`src/rtl/idex_operand_stage.sv`:
```
// ID/EX operand stage: forward-mux capture into an output register with a one-entry skid buffer.
// Optional operand forwarding from MEM/WB is enabled by defining IDEX_FWD_EN.
module idex_operand_stage #(
   parameter int WIDTH = 64,
   parameter int OPW   = 4,
   parameter int RDW   = 5
) (
   input  logic             clk,
   input  logic             rst_n,
   input  logic             flush,
   input  logic             in_valid,
   output logic             in_ready,
   input  logic [WIDTH-1:0] in_a,
   input  logic [WIDTH-1:0] in_b,
   input  logic [OPW-1:0]   in_op,
   input  logic [RDW-1:0]   in_rd,
   input  logic [1:0]       fwd_a_sel,
   input  logic [1:0]       fwd_b_sel,
   input  logic [WIDTH-1:0] fwd_mem_data,
   input  logic [WIDTH-1:0] fwd_wb_data,
   output logic             out_valid,
   input  logic             out_ready,
   output logic [WIDTH-1:0] alu_a,
   output logic [WIDTH-1:0] alu_b,
   output logic [OPW-1:0]   alu_op,
   output logic [RDW-1:0]   alu_rd
);

   logic             r_out_valid;
   logic             r_skid_valid;
   logic [WIDTH-1:0] r_alu_a;
   logic [WIDTH-1:0] r_alu_b;
   logic [OPW-1:0]   r_alu_op;
   logic [RDW-1:0]   r_alu_rd;
   logic [WIDTH-1:0] r_skid_a;
   logic [WIDTH-1:0] r_skid_b;
   logic [OPW-1:0]   r_skid_op;
   logic [RDW-1:0]   r_skid_rd;

   logic             w_accept;
   logic             w_drain;
   logic [WIDTH-1:0] w_a;
   logic [WIDTH-1:0] w_b;

   function automatic logic [WIDTH-1:0] fwd_mux(input logic [1:0] sel,
                                                input logic [WIDTH-1:0] rf,
                                                input logic [WIDTH-1:0] mem,
                                                input logic [WIDTH-1:0] wb);
      logic [WIDTH-1:0] res;
      case (sel)
         2'b01:   res = mem;
         2'b10:   res = wb;
         default: res = rf;
      endcase
      return res;
   endfunction

   assign in_ready  = ~r_skid_valid;
   assign out_valid = r_out_valid;
   assign alu_a     = r_alu_a;
   assign alu_b     = r_alu_b;
   assign alu_op    = r_alu_op;
   assign alu_rd    = r_alu_rd;

   assign w_accept = in_valid & ~r_skid_valid;
   assign w_drain  = r_out_valid & out_ready;

`ifdef IDEX_FWD_EN
   // Operand selection is resolved once, in the accepting cycle.
   always_comb begin
      w_a = fwd_mux(fwd_a_sel, in_a, fwd_mem_data, fwd_wb_data);
      w_b = fwd_mux(fwd_b_sel, in_b, fwd_mem_data, fwd_wb_data);
   end
`else
   logic w_unused_fwd;
   assign w_unused_fwd = ^{fwd_a_sel, fwd_b_sel, fwd_mem_data, fwd_wb_data};

   // Without forwarding the register-file operands pass straight through.
   always_comb begin
      w_a = in_a;
      w_b = in_b;
   end
`endif

   // OUT/SKID pipeline registers: reset, flush, then load-from-skid, load-from-input, or skid fill.
   always_ff @(posedge clk) begin
      if (!rst_n) begin
         r_out_valid  <= 1'b0;
         r_skid_valid <= 1'b0;
         r_alu_a      <= '0;
         r_alu_b      <= '0;
         r_alu_op     <= '0;
         r_alu_rd     <= '0;
         r_skid_a     <= '0;
         r_skid_b     <= '0;
         r_skid_op    <= '0;
         r_skid_rd    <= '0;
      end else if (flush) begin
         r_out_valid  <= 1'b0;
         r_skid_valid <= 1'b0;
      end else if (!r_out_valid || w_drain) begin
         if (r_skid_valid) begin
            r_out_valid  <= 1'b1;
            r_alu_a      <= r_skid_a;
            r_alu_b      <= r_skid_b;
            r_alu_op     <= r_skid_op;
            r_alu_rd     <= r_skid_rd;
            r_skid_valid <= w_accept;
            if (w_accept) begin
               r_skid_a  <= w_a;
               r_skid_b  <= w_b;
               r_skid_op <= in_op;
               r_skid_rd <= in_rd;
            end
         end else if (w_accept) begin
            r_out_valid <= 1'b1;
            r_alu_a     <= w_a;
            r_alu_b     <= w_b;
            r_alu_op    <= in_op;
            r_alu_rd    <= in_rd;
         end else begin
            r_out_valid <= 1'b0;
         end
      end else if (w_accept) begin
         r_skid_valid <= 1'b1;
         r_skid_a     <= w_a;
         r_skid_b     <= w_b;
         r_skid_op    <= in_op;
         r_skid_rd    <= in_rd;
      end
   end

endmodule
```
`config.mk`:
```
export PLATFORM = sky130hd
export DESIGN_NAME = idex_operand_stage
export DESIGN_NICKNAME = d
export VERILOG_FILES = /design/src/rtl/idex_operand_stage.sv
export SDC_FILE = /design/constraint.sdc
export NUM_CORES = 1
export LEC_CHECK = 0
export CORE_ASPECT_RATIO = 1.25
export CORE_MARGIN = 2
export CORE_UTILIZATION = 35
export DETAILED_ROUTE_END_ITERATION = 8
export HOLD_SLACK_MARGIN = 0.02
export PLACE_DENSITY_LB_ADDON = 0.25
export SYNTH_ARGS = -nofsm -noshare
export SYNTH_HDL_FRONTEND = slang
export SYNTH_SLANG_ARGS = --single-unit
```
`constraint.sdc`:
```
create_clock -name clk -period 2.2 [get_ports clk]
set_clock_uncertainty 0.15 [all_clocks]
set_input_delay 0.22 -clock clk [delete_from_list [all_inputs] [get_ports clk]]
set_output_delay 0.22 -clock clk [all_outputs]
set_load 0.01 [all_outputs]
```
* Word level (Yosys, flattened, before mapping)
Index checks and enable logic that the tools add are counted.
** Cells by class
- Add/sub/neg operators :: 0
- Multipliers :: 0
- Div/mod/pow operators :: 0
- $lt $le $gt $ge :: 0
- Equal/unequal tests :: 1
- Shifts and indexed selects :: 0
- Muxes and demuxes :: 25
- Bitwise logic cells :: 5
- Reduce and logical (&&, ||, !) cells :: 7
** Operators with widths (count)
- $mux W64 :: 10
- $mux W5 :: 5
- $mux W4 :: 5
- $mux W1 :: 5
- $reduce_bool A2 Y1 :: 2
- $not A1 Y1 :: 3
- $reduce_and A3 Y1 :: 1
- $and A1 B1 Y1 :: 2
- $ne A2 B2 Y1 const B :: 1
- $reduce_and A2 Y1 :: 1
- $reduce_or A2 Y1 :: 1
- $logic_not A1 Y1 :: 1
- $logic_or A1 B1 Y1 :: 1
** Word-level totals
- Register bits after elaboration :: 276
- Latch bits :: 0
- RAM bits :: 0
- ROM bits :: 0
- Output and inout bits :: 139
- Word-level logic and storage cells :: 48
- Memories kept :: 0

* Depth between registers and ports, before layout
- Depth after elaboration :: 5
- Gate-level depth with buffers :: 6
- Gate-level depth less buffers :: 3

* Worst setup path after synthesis
Ideal clock, no wire load.
- Kind :: reg-to-reg
- From :: register r_out_valid (netlist: out_valid)
- To :: register r_skid_a[0]
- Library setup time :: 0.072 ns
- Arrival :: 1.399 ns
- Setup slack :: 0.579 ns
- Cell stages (with the launch flop) :: 7
- Buffers on the path :: 3
- Cell sequence :: dfxtp_1 -> nand2b_4 -> buf_6 -> nor4b_4 -> buf_8 -> buf_12 -> mux2i_1
** Between the ends
- Cells in the longest elaborated chain, start to end :: 4
** RTL lines
- start, declared :: line 29 : logic r_out_valid;
- start signal, assigned :: line 88 : r_out_valid <= 1'b0;
- start signal, assigned :: line 99 : r_out_valid <= 1'b0;
- start signal, assigned :: line 103 : r_out_valid <= 1'b1;
- $and A1 B1 Y1 or $logic_not A1 Y1 (tied branches) :: line 66, 101
- $logic_or A1 B1 Y1 (*) :: line 101 : end else if (!r_out_valid || w_drain) begin
- $ne A2 B2 Y1 (no line)
- $reduce_and A2 Y1 (no line)
- end signal, assigned :: line 110 : r_skid_a <= w_a;
- end signal, assigned :: line 126 : r_skid_a <= w_a;
- end, declared :: line 35 : logic [WIDTH-1:0] r_skid_a;
Every way passes the cells marked *; elsewhere a longest branch is shown, timed or not.
A chain may end at the register's enable or synchronous reset.

* Worst setup path after layout
- From :: register r_skid_valid
- To :: output port in_ready
** Between the ends
- Cells in the longest elaborated chain, start to end :: 1
** RTL lines
- start, declared :: line 30 : logic r_skid_valid;
- start signal, assigned :: line 108 : r_skid_valid <= w_accept;
- $not A1 Y1 :: line 58 : assign in_ready = ~r_skid_valid;
- end, declared :: line 12 : output logic in_ready,
No other way between the ends.

==> flow_summary_export.csv <==
group,metric,value,unit
clock_network,cts_tree,"built",
global_route,antenna_found_initial,2,
worst_setup_path,cp_max_fo,26,
timing,final-setup-viol-count,0,
yosys,netlist_area,12200,sq um
clock_network,cts_max_level,1,
detailed_routing,final_antenna_net_count,0,
worst_setup_path,slowest_stage,"clkdlybuf4s50_1",
clock_network,post_cts_buffers,0,
worst_setup_path,critPathLaunch,"r_skid_valid$_SDFFE_PP0P_",
worst_setup_path,r2r_end,"alu_b[31]$_SDFFE_PN0P_",
detailed_routing,drc_errors,0,
floorplanning,die_area,36300,sq um
timing,slew_violations,0,
worst_setup_path,worstPathRequired,1830,ps
clock_network,cts_buffer_depth,3,
timing,slew_headroom,58.9,%
detailed_routing,met2_length,14700,um
global_route,track_usage,17.2,%
place,io_buffers,280,
layout,fillers,3269,
timing,fin_crit,2100,ps
timing,setup_tns,0,ps
detailed_routing,wirelength,32500,um
yosys,synth-seq-cells,276,
detailed_routing,routedLengthMet1,14700,um
global_route,grt_pass1_vias,9304,
min_path,holdCritPathClass,"in2reg",
worst_setup_path,path_cells,"buf_16, inv_2, clkdlybuf4s50_1",
clock_network,clock_sinks,276,
layout,nets,1735,
worst_setup_path,timing_worst_setup_path_type,"reg2out",
floorplanning,die_w,171,um
place,dp_hpwl,20700,um
worst_setup_path,rrSetupSlack,450,ps
yosys,syn_avg_cell_area,9.91,sq um
clock_network,cts_buffers,31,
floorplanning,die_h,213,um
detailed_routing,top_layer_used,"met5",
power,p_per_area,706,nW/um^2
yosys,ys_types,21,
yosys,yosysSeqAreaShare,45.3,%
detailed_routing,vias_per_cell,4.97,
worst_setup_path,endpoint_kind,"output pin",
worst_setup_path,worst-r2r-cell-count,4,
yosys,synth_warnings,0,
timing,max_freq,0.476,GHz
timing,rsz0062_at_grt,"false",
global_route,grt_pass1_wl,50700,um
floorplanning,core_area,34400,sq um
detailed_routing,routedWlPerCell,16.7,um
detailed_routing,drtIter0Drc,483,
layout,area_growth,34.6,%
timing,finalCritPeriodShare,95.6,%
worst_setup_path,crit_end,"in_ready",
worst_setup_path,start_kind,"flop",
layout,postLayoutCoreUtil,47.7,%
timing,finalHoldViolCount,0,
clock_network,root_buffer,"clkbuf_16",
floorplanning,rows,76,
power,p_leak,6.92,nW
yosys,syn_nets,1504,
run_status,status,"complete, no violations",
place,place.gp.congestion,0.724,
floorplanning,ios,413,
power,peakVddDrop,0.527,mV
floorplanning,start_util,35.4,%
detailed_routing,dr_wl_met3,2520,um
yosys,synthCells,1230,
worst_setup_path,cp_data_arrival_time,1730,ps
detailed_routing,via_count,9700,
global_route,grt_max_degree,110,
worst_setup_path,r2r_start,"r_skid_valid$_SDFFE_PP0P_",
clock_network,clk_pin_slew_worst_paths,60,ps
layout,drive_above_1_share,6.08,%
global_route,gr-total-overflow,0,
timing,worst_pin_slew,616,ps
worst_setup_path,critPathMaxStageDelay,470,ps
clock_network,clk_latency,550,ps
detailed_routing,firstDrtPassIters,7,
job,cap_violations,0,
## metrics by stage
step | setup WS [ps] | hold WS, ps | std cells | area (sq um) | power (mW)
CTS | 34.1 | 61.0 | 1949 | 16400 | 11.8
global placement | 127 | 292 | 1894 | 15400 | 6.87
global route | 0.891 | 83.8 | 1949 | 16400 | 12.1
finish | 97.5 | 95.7 | 1950 | 16400 | 11.6
floorplan | 579 | 212 | 1230 | 12200 | 6.06
detailed placement | 116 | 297 | 1894 | 15400 | 6.88
## sequential cells by signal, summed over array words and instances (netlist names)
register	count
alu_a	64
alu_b	64
alu_op	4
alu_rd	5
out_valid	1
r_skid_a	64
r_skid_b	64
r_skid_op	4
r_skid_rd	5
r_skid_valid	1
## how the worst min path moves through the flow
stage,start,end,depth (start not counted),slack (ps)
after floorplan,in_a[0],r_skid_a[0]$_SDFFE_PN0P_,2,210
after global placement,r_skid_b[45]$_SDFFE_PN0P_,r_skid_b[45]$_SDFFE_PN0P_,2,290
after detailed placement,r_skid_b[30]$_SDFFE_PN0P_,r_skid_b[30]$_SDFFE_PN0P_,2,300
after CTS,in_a[36],r_skid_a[36]$_SDFFE_PN0P_,3,60
after global routing,in_a[44],r_skid_a[44]$_SDFFE_PN0P_,3,80
final,in_a[41],r_skid_a[41]$_SDFFE_PN0P_,3,100
## cells by family after synthesis
logic type | share of synthesized area [%]
DFF | 45.3
AOI/OAI and AO/OA | 11.4
buffers and inverters | 6.21
muxes | 22.5
and+or+nand+nor | 14.6
## report_power, final
group          leakage, nW  internal [mW]  total, mW  switching [mW]
sequential            2.25           5.20       5.30           0.105
clock                0.461           2.78       4.82            2.04
combinational         4.21          0.824       1.46           0.639
total                 6.92           8.80       11.6            2.78
## placed cells by master, fill, tap and decap left out, types with 2 or more instances in the layout
cell type / count
nand3_1: 137
clkbuf_16: 31
clkbuf_8: 6
clkbuf_1: 10
buf_4: 16
buf_12: 22
mux2i_1: 274
dfxtp_1: 275
nand2_1: 274
o211a_1: 137
clkdlybuf4s50_1: 279
clkinv_2: 4
clkinv_4: 2
## worst max-delay path: cells and delay by family, from the launching register on
| family | cells | cell delay, ps |
|---|---|---|
| buf+inv | 3 | 740 |
| flops | 1 | 430 |
## layer usage
| layer | GRT usage, % | vias to the layer above |
|---|---|---|
| li1 | - | 4778 |
| met5 | 0 | - |
| met2 | 27.9 | 257 |
| met3 | 4.82 | 36 |
| met1 | 22.7 | 4627 |
| met4 | 4.30 | 2 |
## area by class of cell
class	instances	area [sq um]	share of cell area, %
inverters	1	3.75	0.0229
flip-flops and latches	276	5530	33.7
multi-input cells	830	5910	36.0
repair buffers	321	3440	21.0
clock buffers	47	896	5.46
diodes	1	2.50	0.0153
clock inverters	6	37.5	0.229
well taps	468	586	3.57
## what timing repair did
| item | 4_1_cts | 5_1_grt |
|---|---|---|
| endpoints found under the setup margin | 1 | 0 |
| resized for setup | 1 | 0 |
| hold buffers | 1 | 0 |
| endpoints found under the hold margin | 31 | 0 |
## cells in the mapped netlist
cell type | n | area (sq um)
buf_8 | 4 | 60.1
o21ba_2 | 1 | 10.0
nor3_1 | 1 | 5.00
nand3_1 | 137 | 686
mux2i_1 | 274 | 2740
buf_4 | 3 | 22.5
nor2_1 | 1 | 3.75
buf_2 | 28 | 140
and2_1 | 1 | 6.26
dfxtp_1 | 276 | 5530
buf_6 | 5 | 56.3
nand2b_1 | 1 | 6.26
nand2_1 | 274 | 1030
nor4b_4 | 1 | 23.8
o211a_1 | 137 | 1370
buf_1 | 14 | 52.6
clkbuf_1 | 59 | 221
inv_2 | 1 | 3.75
nand2b_4 | 1 | 13.8
buf_12 | 10 | 200
a21oi_1 | 1 | 5.00
(Power assumes the default switching activity.)
